===== src/rtl/interleaver_sequencer_if.sv =====
// Handshake and interleaver-side signals of the interleaver sequencer.
// master: the sequencer itself; slave: the environment around it.
interface interleaver_sequencer_if #(
  parameter int unsigned DATA_W = 8
);
  logic [DATA_W-1:0] s_data;
  logic              s_valid;
  logic              s_ready;
  logic [DATA_W-1:0] il_data_in;
  logic              il_enable;
  logic [DATA_W-1:0] il_data_out;
  logic [DATA_W-1:0] m_sys;
  logic [DATA_W-1:0] m_int;
  logic              m_valid;
  logic              m_ready;
  logic              busy;
  logic              timeout_err;
  logic              err_clr;

  modport master (
    input  s_data, s_valid, il_enable, il_data_out, m_ready, err_clr,
    output s_ready, il_data_in, m_sys, m_int, m_valid, busy, timeout_err
  );

  modport slave (
    output s_data, s_valid, il_enable, il_data_out, m_ready, err_clr,
    input  s_ready, il_data_in, m_sys, m_int, m_valid, busy, timeout_err
  );
endinterface


===== src/rtl/interleaver_sequencer.sv =====
// Sequences the LFSR pairwise-swap interleaver: one systematic byte at a time,
// forcing an input change (kick) on first/repeated bytes, then emitting the
// {systematic, interleaved} pair. Wait phases are guarded by a timeout.
module interleaver_sequencer #(
  parameter int unsigned DATA_W  = 8,
  parameter int unsigned TIMEOUT = 64,
  parameter int unsigned CNT_W   = 7
) (
  input  logic                    clk,
  input  logic                    rst,
  interleaver_sequencer_if.master bus
);

  localparam logic [CNT_W-1:0] TMO_LAST = CNT_W'(TIMEOUT - 1);

  typedef enum logic [2:0] {
    S_IDLE,
    S_KICK,
    S_WAIT_START,
    S_WAIT_DONE,
    S_OUT
  } state_t;

  state_t            r_state;
  logic [DATA_W-1:0] r_cur;
  logic [DATA_W-1:0] r_last_byte;
  logic              r_first;
  logic [CNT_W-1:0]  r_timer;
  logic [DATA_W-1:0] r_il_data_in;
  logic [DATA_W-1:0] r_m_sys;
  logic [DATA_W-1:0] r_m_int;
  logic              r_m_valid;
  logic              r_timeout_err;

  logic              w_timer_end;
  logic              w_needs_kick;

  assign w_timer_end  = (r_timer == TMO_LAST);
  assign w_needs_kick = r_first || (bus.s_data == r_last_byte);

  assign bus.s_ready     = (r_state == S_IDLE);
  assign bus.busy        = (r_state != S_IDLE);
  assign bus.il_data_in  = r_il_data_in;
  assign bus.m_sys       = r_m_sys;
  assign bus.m_int       = r_m_int;
  assign bus.m_valid     = r_m_valid;
  assign bus.timeout_err = r_timeout_err;

  // Sequencer FSM with registered outputs; a timeout set overrides err_clr.
  always_ff @(posedge clk or posedge rst) begin
    if (rst) begin
      r_state       <= S_IDLE;
      r_cur         <= '0;
      r_last_byte   <= '0;
      r_first       <= 1'b1;
      r_timer       <= '0;
      r_il_data_in  <= '0;
      r_m_sys       <= '0;
      r_m_int       <= '0;
      r_m_valid     <= 1'b0;
      r_timeout_err <= 1'b0;
    end else begin
      if (bus.err_clr) begin
        r_timeout_err <= 1'b0;
      end

      case (r_state)
        S_IDLE: begin
          if (bus.s_valid) begin
            r_cur   <= bus.s_data;
            r_timer <= '0;
            if (w_needs_kick) begin
              r_il_data_in <= ~bus.s_data;
              r_state      <= S_KICK;
            end else begin
              r_il_data_in <= bus.s_data;
              r_state      <= S_WAIT_START;
            end
          end
        end

        S_KICK: begin
          r_il_data_in <= r_cur;
          r_state      <= S_WAIT_START;
        end

        S_WAIT_START: begin
          if (!bus.il_enable) begin
            r_timer <= r_timer + CNT_W'(1);
            r_state <= S_WAIT_DONE;
          end else if (w_timer_end) begin
            r_timeout_err <= 1'b1;
            r_first       <= 1'b1;
            r_state       <= S_IDLE;
          end else begin
            r_timer <= r_timer + CNT_W'(1);
          end
        end

        S_WAIT_DONE: begin
          if (bus.il_enable) begin
            r_m_sys     <= r_cur;
            r_m_int     <= bus.il_data_out;
            r_m_valid   <= 1'b1;
            r_last_byte <= r_cur;
            r_first     <= 1'b0;
            r_state     <= S_OUT;
          end else if (w_timer_end) begin
            r_timeout_err <= 1'b1;
            r_first       <= 1'b1;
            r_state       <= S_IDLE;
          end else begin
            r_timer <= r_timer + CNT_W'(1);
          end
        end

        S_OUT: begin
          if (bus.m_ready) begin
            r_m_valid <= 1'b0;
            r_state   <= S_IDLE;
          end
        end

        default: begin
          r_state <= S_IDLE;
        end
      endcase
    end
  end

endmodule


===== src/flat_wrapper.sv =====
// flat-port wrapper written by rule: the top's interface ports become plain ports
module interleaver_sequencer_flat 
#(
  parameter int unsigned DATA_W  = 8,
  parameter int unsigned TIMEOUT = 64,
  parameter int unsigned CNT_W   = 7
)
  (clk, rst, bus_s_data, bus_s_valid, bus_il_enable, bus_il_data_out, bus_m_ready, bus_err_clr, bus_s_ready, bus_il_data_in, bus_m_sys, bus_m_int, bus_m_valid, bus_busy, bus_timeout_err);
  interleaver_sequencer_if #(.DATA_W(DATA_W)) bus_i ();
  input  logic clk;
  input  logic rst;
  input wire logic [$bits(bus_i.s_data)-1:0] bus_s_data;
  input wire logic [$bits(bus_i.s_valid)-1:0] bus_s_valid;
  input wire logic [$bits(bus_i.il_enable)-1:0] bus_il_enable;
  input wire logic [$bits(bus_i.il_data_out)-1:0] bus_il_data_out;
  input wire logic [$bits(bus_i.m_ready)-1:0] bus_m_ready;
  input wire logic [$bits(bus_i.err_clr)-1:0] bus_err_clr;
  output wire logic [$bits(bus_i.s_ready)-1:0] bus_s_ready;
  output wire logic [$bits(bus_i.il_data_in)-1:0] bus_il_data_in;
  output wire logic [$bits(bus_i.m_sys)-1:0] bus_m_sys;
  output wire logic [$bits(bus_i.m_int)-1:0] bus_m_int;
  output wire logic [$bits(bus_i.m_valid)-1:0] bus_m_valid;
  output wire logic [$bits(bus_i.busy)-1:0] bus_busy;
  output wire logic [$bits(bus_i.timeout_err)-1:0] bus_timeout_err;
  assign bus_i.s_data = bus_s_data;
  assign bus_i.s_valid = bus_s_valid;
  assign bus_i.il_enable = bus_il_enable;
  assign bus_i.il_data_out = bus_il_data_out;
  assign bus_i.m_ready = bus_m_ready;
  assign bus_i.err_clr = bus_err_clr;
  assign bus_s_ready = bus_i.s_ready;
  assign bus_il_data_in = bus_i.il_data_in;
  assign bus_m_sys = bus_i.m_sys;
  assign bus_m_int = bus_i.m_int;
  assign bus_m_valid = bus_i.m_valid;
  assign bus_busy = bus_i.busy;
  assign bus_timeout_err = bus_i.timeout_err;
  interleaver_sequencer #(.DATA_W(DATA_W), .TIMEOUT(TIMEOUT), .CNT_W(CNT_W)) u_core (.clk(clk), .rst(rst), .bus(bus_i));
endmodule

===== config.mk =====
export PLATFORM = sky130hd
export DESIGN_NAME = interleaver_sequencer_flat
export DESIGN_NICKNAME = d
export VERILOG_FILES = /design/src/rtl/interleaver_sequencer_if.sv /design/src/rtl/interleaver_sequencer.sv /design/src/flat_wrapper.sv
export SDC_FILE = /design/constraint.sdc
export NUM_CORES = 1
export LEC_CHECK = 0
export CORE_MARGIN = 2
export CORE_UTILIZATION = 43
export CTS_CLUSTER_SIZE = 25
export DETAILED_ROUTE_END_ITERATION = 8
export MAX_ROUTING_LAYER = met4
export PLACE_DENSITY_LB_ADDON = 0.1
export SLEW_MARGIN = 20
export SYNTH_ARGS = -nofsm -noshare
export SYNTH_HDL_FRONTEND = slang
export SYNTH_SLANG_ARGS = --single-unit

===== constraint.sdc =====
create_clock -name clk -period 1.5 [get_ports clk]
set_input_delay 0.3 -clock clk [delete_from_list [all_inputs] [get_ports clk]]
set_output_delay 0.3 -clock clk [all_outputs]
set_load 0.005 [all_outputs]

==> metrics.yaml <==
status: "finished with violations"
failed_checks: "negative setup slack"
post-place-ws_ps: -396
drt_iter0_drc: 97
avgViaCountPerCell: 5.50
yosysUniqueCellTypes: 52
grt_pass1_wl_mm: 10.6
grt_setup_unrepaired: "true"
clk_path_buf_depth: 2
routedWlPerCell_um: 17.2
critPathKind: "register to register"
die-width_um: 77.3
synth_edf_count: 0
ios: 50
layout-drive-gt1-share_pct: 46.2
worst_pin_slew_ps: 334
worstSkewPairLatency_ps: 300
clock-skew-final_ps: 8.90
h-tree-depth: 2
required_ps: 1690
clock-root-buffer: "clkbuf_8"
cp-end-kind: "register"
period_share_pct: 110
tritoncts: "yes"
areaGrowthSynthToFinish_pct: 70.4
clkTransAtPathRegs_ps: 80
drc_errors: 0
setup_viol: 33
grt_pass1_vias: 2129
synth_nets: 238
grt.total_usage_pct: 22.9
die_area_um2: 5970
synth_flop_cell: "dfrtp_1"
cts_made_buffers: 5
num_vias: 2218
layout_common_cells: "buf_4 (55), dfrtp_1 (41), clkdlybuf4s50_1 (29)"
syn-cell-area_um2: 2310
synth-seq-cells: 45
postSynthAreaPerCell_um2: 10.7
worstPathArrival_ps: 1830
power_density_nw_per_um2: 1700
slowest_stage: "dfrtp_2"
nets: 355
drtPass1Iterations: 4
start_kind: "register"
holdBufCountCts: 0
antenna_found_initial: 0
path_delay_family: "buffers and inverters"
row_count: 26
drtAntennaViolNets: 0
async_flop_share_pct: 100
slew_violations: 0
cp_max_fo: 10
slowest_delay_ps: 430
cts.sinks: 45
core-area_um2: 5140
io_buffers: 49
min_period_ps: 1650
slew_headroom_pct: 77.6
p_leak_nw: 1.84
yosysWarnings: 0
dpl.hpwl_mm: 4.32
crit_buf_inv: 3
final_cells: 403
worst_path_most_repeated_cell: "buf_6"
final_common_cell: "buf_4"
syn-instance-count: 215
ys_seq_area_share_pct: 48.8
die_h_um: 77.3
setup_ws_ps: -146
wl_mm: 6.92
drv_cap: 0
gp_congestion: 0.818
worstHoldPathType: "input pin to async pin"
gr-total-overflow: 0
dp_cells: 372
utilization_pct: 76.5
start_util_pct: 44.9
path_cells: "buf_6 > buf_6 > and2b_2 > nand3_4 > clkbuf_16 > mux2_2"
fmax_mhz: 608
finalHoldViolations: 0
vdd_drop_max_v: 0.000920
n_antenna_cell: 0
grt_start_max_net_pins: 28
## registers in the layout, indices dropped and copies added (netlist names)
register,cells
u_core.r_last_byte,8
u_core.r_cur,8
u_core.r_state,3
u_core.bus.il_data_in,8
u_core.r_first,1
u_core.bus.m_valid,1
u_core.r_timer,7
u_core.bus.m_int,8
u_core.bus.timeout_err,1
## area by class of cell
class	count	area, um^2
inverters	5	18.8
clock inverters	1	30.0
repair buffers	119	1150
multi-input cells	156	1430
fillers	358	1210
well taps	70	87.6
clock buffers	7	86.3
flip-flops and latches	45	1130
## synth_stat cells (all sizes together) (3+ instances only)
cell type	n	area share, %
dfrtp	44	48
nand2	35	5.7
mux2	16	7.8
a22oi	8	2.6
nand3	8	2.0
nand3b	8	2.6
o2111ai	8	3.0
o211ai	8	2.6
xnor2	8	3.0
buf	7	2.0
o21ai	6	1.5
a31oi	5	1.4
inv	5	0.81
nor2	4	1.4
a21oi	3	0.65
nand4	3	0.81
## final timing paths
kind                                startpoint                     end  slack (ps)  depth (start not counted)
setup / recovery             u_core.r_state[1]     u_core.bus.m_int[3]        -150                          6
hold reg to reg            u_core.bus.m_int[7]     u_core.bus.m_int[7]         500                          1
max in group asynchronous                  rst       u_core.r_state[2]         800                          3
setup reg to reg             u_core.r_state[1]     u_core.bus.m_int[3]        -150                          6
hold / removal                             rst  u_core.bus.timeout_err         240                          2
min in group clk           u_core.bus.m_int[7]     u_core.bus.m_int[7]         500                          1
## routing by layer
| metal | wire, um | part of all wire [%] | track usage, % |
|---|---|---|---|
| met2 | 3360 | 49 | 34.2 |
| met3 | 297 | 4.3 | 4.24 |
| met1 | 3190 | 46 | 31.9 |
| met4 | 74 | 1.1 | 6.61 |
| met5 | 0 | 0 | - |
## timing repair
action / 4_1_cts / 5_1_grt
setup endpoints to repair: 49 / 61
pin swaps: 22 / 24
resized for setup: 49 / 57
gates cloned: 1 / 1
setup buffers: 12 / 10
## stage by stage
step / TNS, ps / hold WS, ps / instance area [um^2] / power [W]
6_report: -3190 / 239 / 3930 / 0.00670
2_1_floorplan: -408 / 384 / 2320 / 0.00338
5_1_grt: -4660 / 253 / 3930 / 0.00711
3_3_place_gp: -10550 / 471 / 3240 / 0.00480
3_5_place_dp: -11120 / 478 / 3240 / 0.00485
4_1_cts: -2960 / 236 / 3570 / 0.00614
## cells by family after synthesis
group                      Yosys count  share of synthesized area [%]
and+or+nand+nor                     77                           19.1
muxes                               16                           7.80
AOI/OAI and AO/OA                   53                           17.1
xor gates and xnor gates             9                           3.41
adders and majority gates            1                          0.542
buffers and inverters               14                           3.14
DFF                                 45                           48.8
## power by group
group | total (W) | switching (W) | leakage (nW) | internal [W]
registers | 0.00213 | 0.000414 | 0.555 | 0.00171
clock network | 0.000963 | 0.000419 | 0.0585 | 0.000544
logic | 0.00361 | 0.00148 | 1.23 | 0.00213
Note: power is estimated with default switching activity, not from simulation.
==> variant: new RTL, same flow settings <==
`CNT_W` is set to 7 in 2 places; all go to 14.
--- a/src/rtl/interleaver_sequencer.sv
+++ b/src/rtl/interleaver_sequencer.sv
@@ -5,5 +5,5 @@
   parameter int unsigned DATA_W  = 8,
   parameter int unsigned TIMEOUT = 64,
-  parameter int unsigned CNT_W   = 7
+  parameter int unsigned CNT_W   = 14
 ) (
   input  logic                    clk,
--- a/src/flat_wrapper.sv
+++ b/src/flat_wrapper.sv
@@ -4,5 +4,5 @@
   parameter int unsigned DATA_W  = 8,
   parameter int unsigned TIMEOUT = 64,
-  parameter int unsigned CNT_W   = 7
+  parameter int unsigned CNT_W   = 14
 )
   (clk, rst, bus_s_data, bus_s_valid, bus_il_enable, bus_il_data_out, bus_m_ready, bus_err_clr, bus_s_ready, bus_il_data_in, bus_m_sys, bus_m_int, bus_m_valid, bus_busy, bus_timeout_err);
Behaviour: no difference found for any inputs over 10 cycles, from zero or initial values and one cycle with rst high; that may be too few to reach the edited logic, so the function may still have changed.
==> variant against the unedited design <==
Fmax shrank 2.9%; worst setup slack worse by 0.050 ns; sequential cell count is 7 higher; global-route usage down 0.42 points; the flow still finishes with violations (setup timing); largest cell class unchanged; design area is 11% higher; die area increased by 10%; utilization shrank 1.6 points; clock skew grew 0.0022 ns; total power rose by 11%; routed wire length increased by 1.8%; clock power is essentially flat; synthesized area is 11% higher.
==> variant: results (changes against the unedited design) <==
maximum vdd drop 1.24 mV (was 0.920 mV); status finished, violations left (unchanged); Num CTS Buffers 5 (unchanged); H-tree levels 2 (unchanged); Yosys top cell area share 50.0% (was 47.7%); Seq/Total Area, Yosys 51.0% (was 48.8%); Area after DPL 3690 um2 (was 3240 um2); drt initial violations 101 (was 97); Sum Neg Setup Slack -3.15 ns (was -3.19 ns); post-layout net count 395 (was 355); max-cap violations 0 (unchanged); vias in the first global route 2,267 (was 2,129); share of cells above drive strength 1 45.3% (was 46.2%); Net Count, Synth 259 (was 238); largest net degree at the start of global routing 17 (was 28); first-pass GRT wire length 11.0 mm (was 10.6 mm); Setup-failing EPs final 41 (was 33); WP data arrival 1.90 ns (was 1.83 ns); Ys Warns 0 (unchanged); Worst R2R Path Depth 6 (unchanged); Avg WL per Cell 15.7 um (was 17.2 um); asr flop ratio synth 100% (unchanged); worst hold path type input port to asynchronous set/reset pin (unchanged); antenna cell count 0 (unchanged); Final period util 113% (was 110%); Slew headroom 77.1% (was 77.6%); clk buf depth 2 (unchanged); Layout Skew 0.0111 ns (was 0.00890 ns); leakage 2.17 nW (was 1.84 nW); root buffer cell clkbuf_8 (unchanged); clk slew on worst S/H paths 0.10 ns (was 0.08 ns); register with the most flip-flops u_core.r_timer; crit path max fanout 3 (was 10); Via density 5.23 (was 5.50); clk_lat worst skew 0.30 ns (about the same); DR pass1 iterations 4 (unchanged); Routability Congestion 0.818 (about the same); # port buffers 49 (unchanged); Area contributors post-synth dfrtp_1, mux2_2, xor2_1, nand2_1, a22oi_1 (was dfrtp_1, mux2_2, nand2_1, o2111ai_1, xnor2_1); Slowest-stage cell, CP dfrtp_1 (was dfrtp_2); DP HPWL 4.67 mm (was 4.32 mm); failing checks setup timing (unchanged); max reg flops 14; Crit Path Class flop to flop (unchanged); top cells by instance count after synthesis dfrtp_1, nand2_1, xor2_1, mux2_2, nor2_1 (was dfrtp_1, nand2_1, mux2_2); Final WS setup -0.196 ns (was -0.146 ns); total track usage 22.4% (was 22.9%); pre-CTS setup slack -0.520 ns (was -0.396 ns); Synth cell types 48 (was 52); Critical Path Max Stage Delay 0.42 ns; Critical Path Source u_core.r_timer[13]$_DFFE_PP0P_ (was u_core.r_state[1]$_DFFE_PP0P_); initial antenna violation count 0 (unchanged)
variant: cell count changes in the layout (fill, tap and decap cells not counted), moves of 9 or more:
cell and delta:
buf_6 +9, xor2_1 +12, dfrtp_1 +9, o21ai_1 +11
mux2_2 -13, clkdlybuf4s50_1 -9, mux2_4 +13, nor2_1 +10
buf_4 +12
variant: metal layers:
layer	wire, um	global-route usage [%]	share of wire (%)	up-vias
met3	262	3.56	3.7	11
met2	3540	36.2	50	60
met5	0	-	0	-
met1	3130	30.4	44	1158
met4	112	4.24	1.6	0
li1	-	-	-	1116
variant: final timing paths:
path	to	slack (ns)
max	u_core.r_timer[1]$_DFFE_PP0P_	-0.20
min	u_core.r_timer[3]$_DFFE_PP0P_	0.31
max reg2reg	u_core.r_timer[1]$_DFFE_PP0P_	-0.20
min reg2reg	u_core.bus.m_int[7]$_DFFE_PP0P_	0.51
max in group asynchronous	u_core.r_cur[5]$_DFFE_PP0P_	0.75
min in group clk	u_core.r_cur[0]$_DFFE_PP0P_	0.31
variant: worst max-delay path: cells and delay by family (launching register included):
family / cells / cell delay (ns)
compound gates: 3 / 0.56
flops: 1 / 0.42
buf+inv: 2 / 0.31
simple gates: 1 / 0.28
variant: kinds of logic (layout without fill, tap and decap cells):
kind of cell	after synthesis	count (layout)	synth area share [%]
xor gates and xnor gates	22	22	7.54
and+or+nand+nor	76	76	16.2
DFF	52	52	51.0
adders and majority gates	1	1	0.490
buffers and inverters	16	153	2.94
AOI/OAI and AO/OA	53	53	14.8
muxes	16	16	7.05
variant: power breakdown:
group          internal [W]  switching, W
logic               0.00243       0.00173
registers           0.00191      0.000398
clock network      0.000496      0.000468
total               0.00484       0.00260
variant: cell type report:
cell class	count	area, um2
sequential	52	1300
fill	420	1460
clock buffer	6	72.6
tap	75	93.8
clock inverter	2	35.0
inverter	5	22.5
timing repair buffer	140	1330
multi-input combinational	168	1500
variant: timing repair:
| action | CTS | global route |
|---|---|---|
| pin swaps | 15 | 27 |
| resized for setup | 67 | 54 |
| hold buffers | 0 | 0 |
| endpoints found under the setup margin | 53 | 62 |
| cloned | 1 | 0 |
| buffers inserted | 14 | 13 |
variant: per-stage QoR:
step / std cells / utilization, %
3_3_place_gp: 416 / 63.4
6_report: 448 / 74.9
5_1_grt: 448 / 74.9
4_1_cts: 438 / 70.7
2_1_floorplan: 236 / -
3_5_place_dp: 416 / 63.4
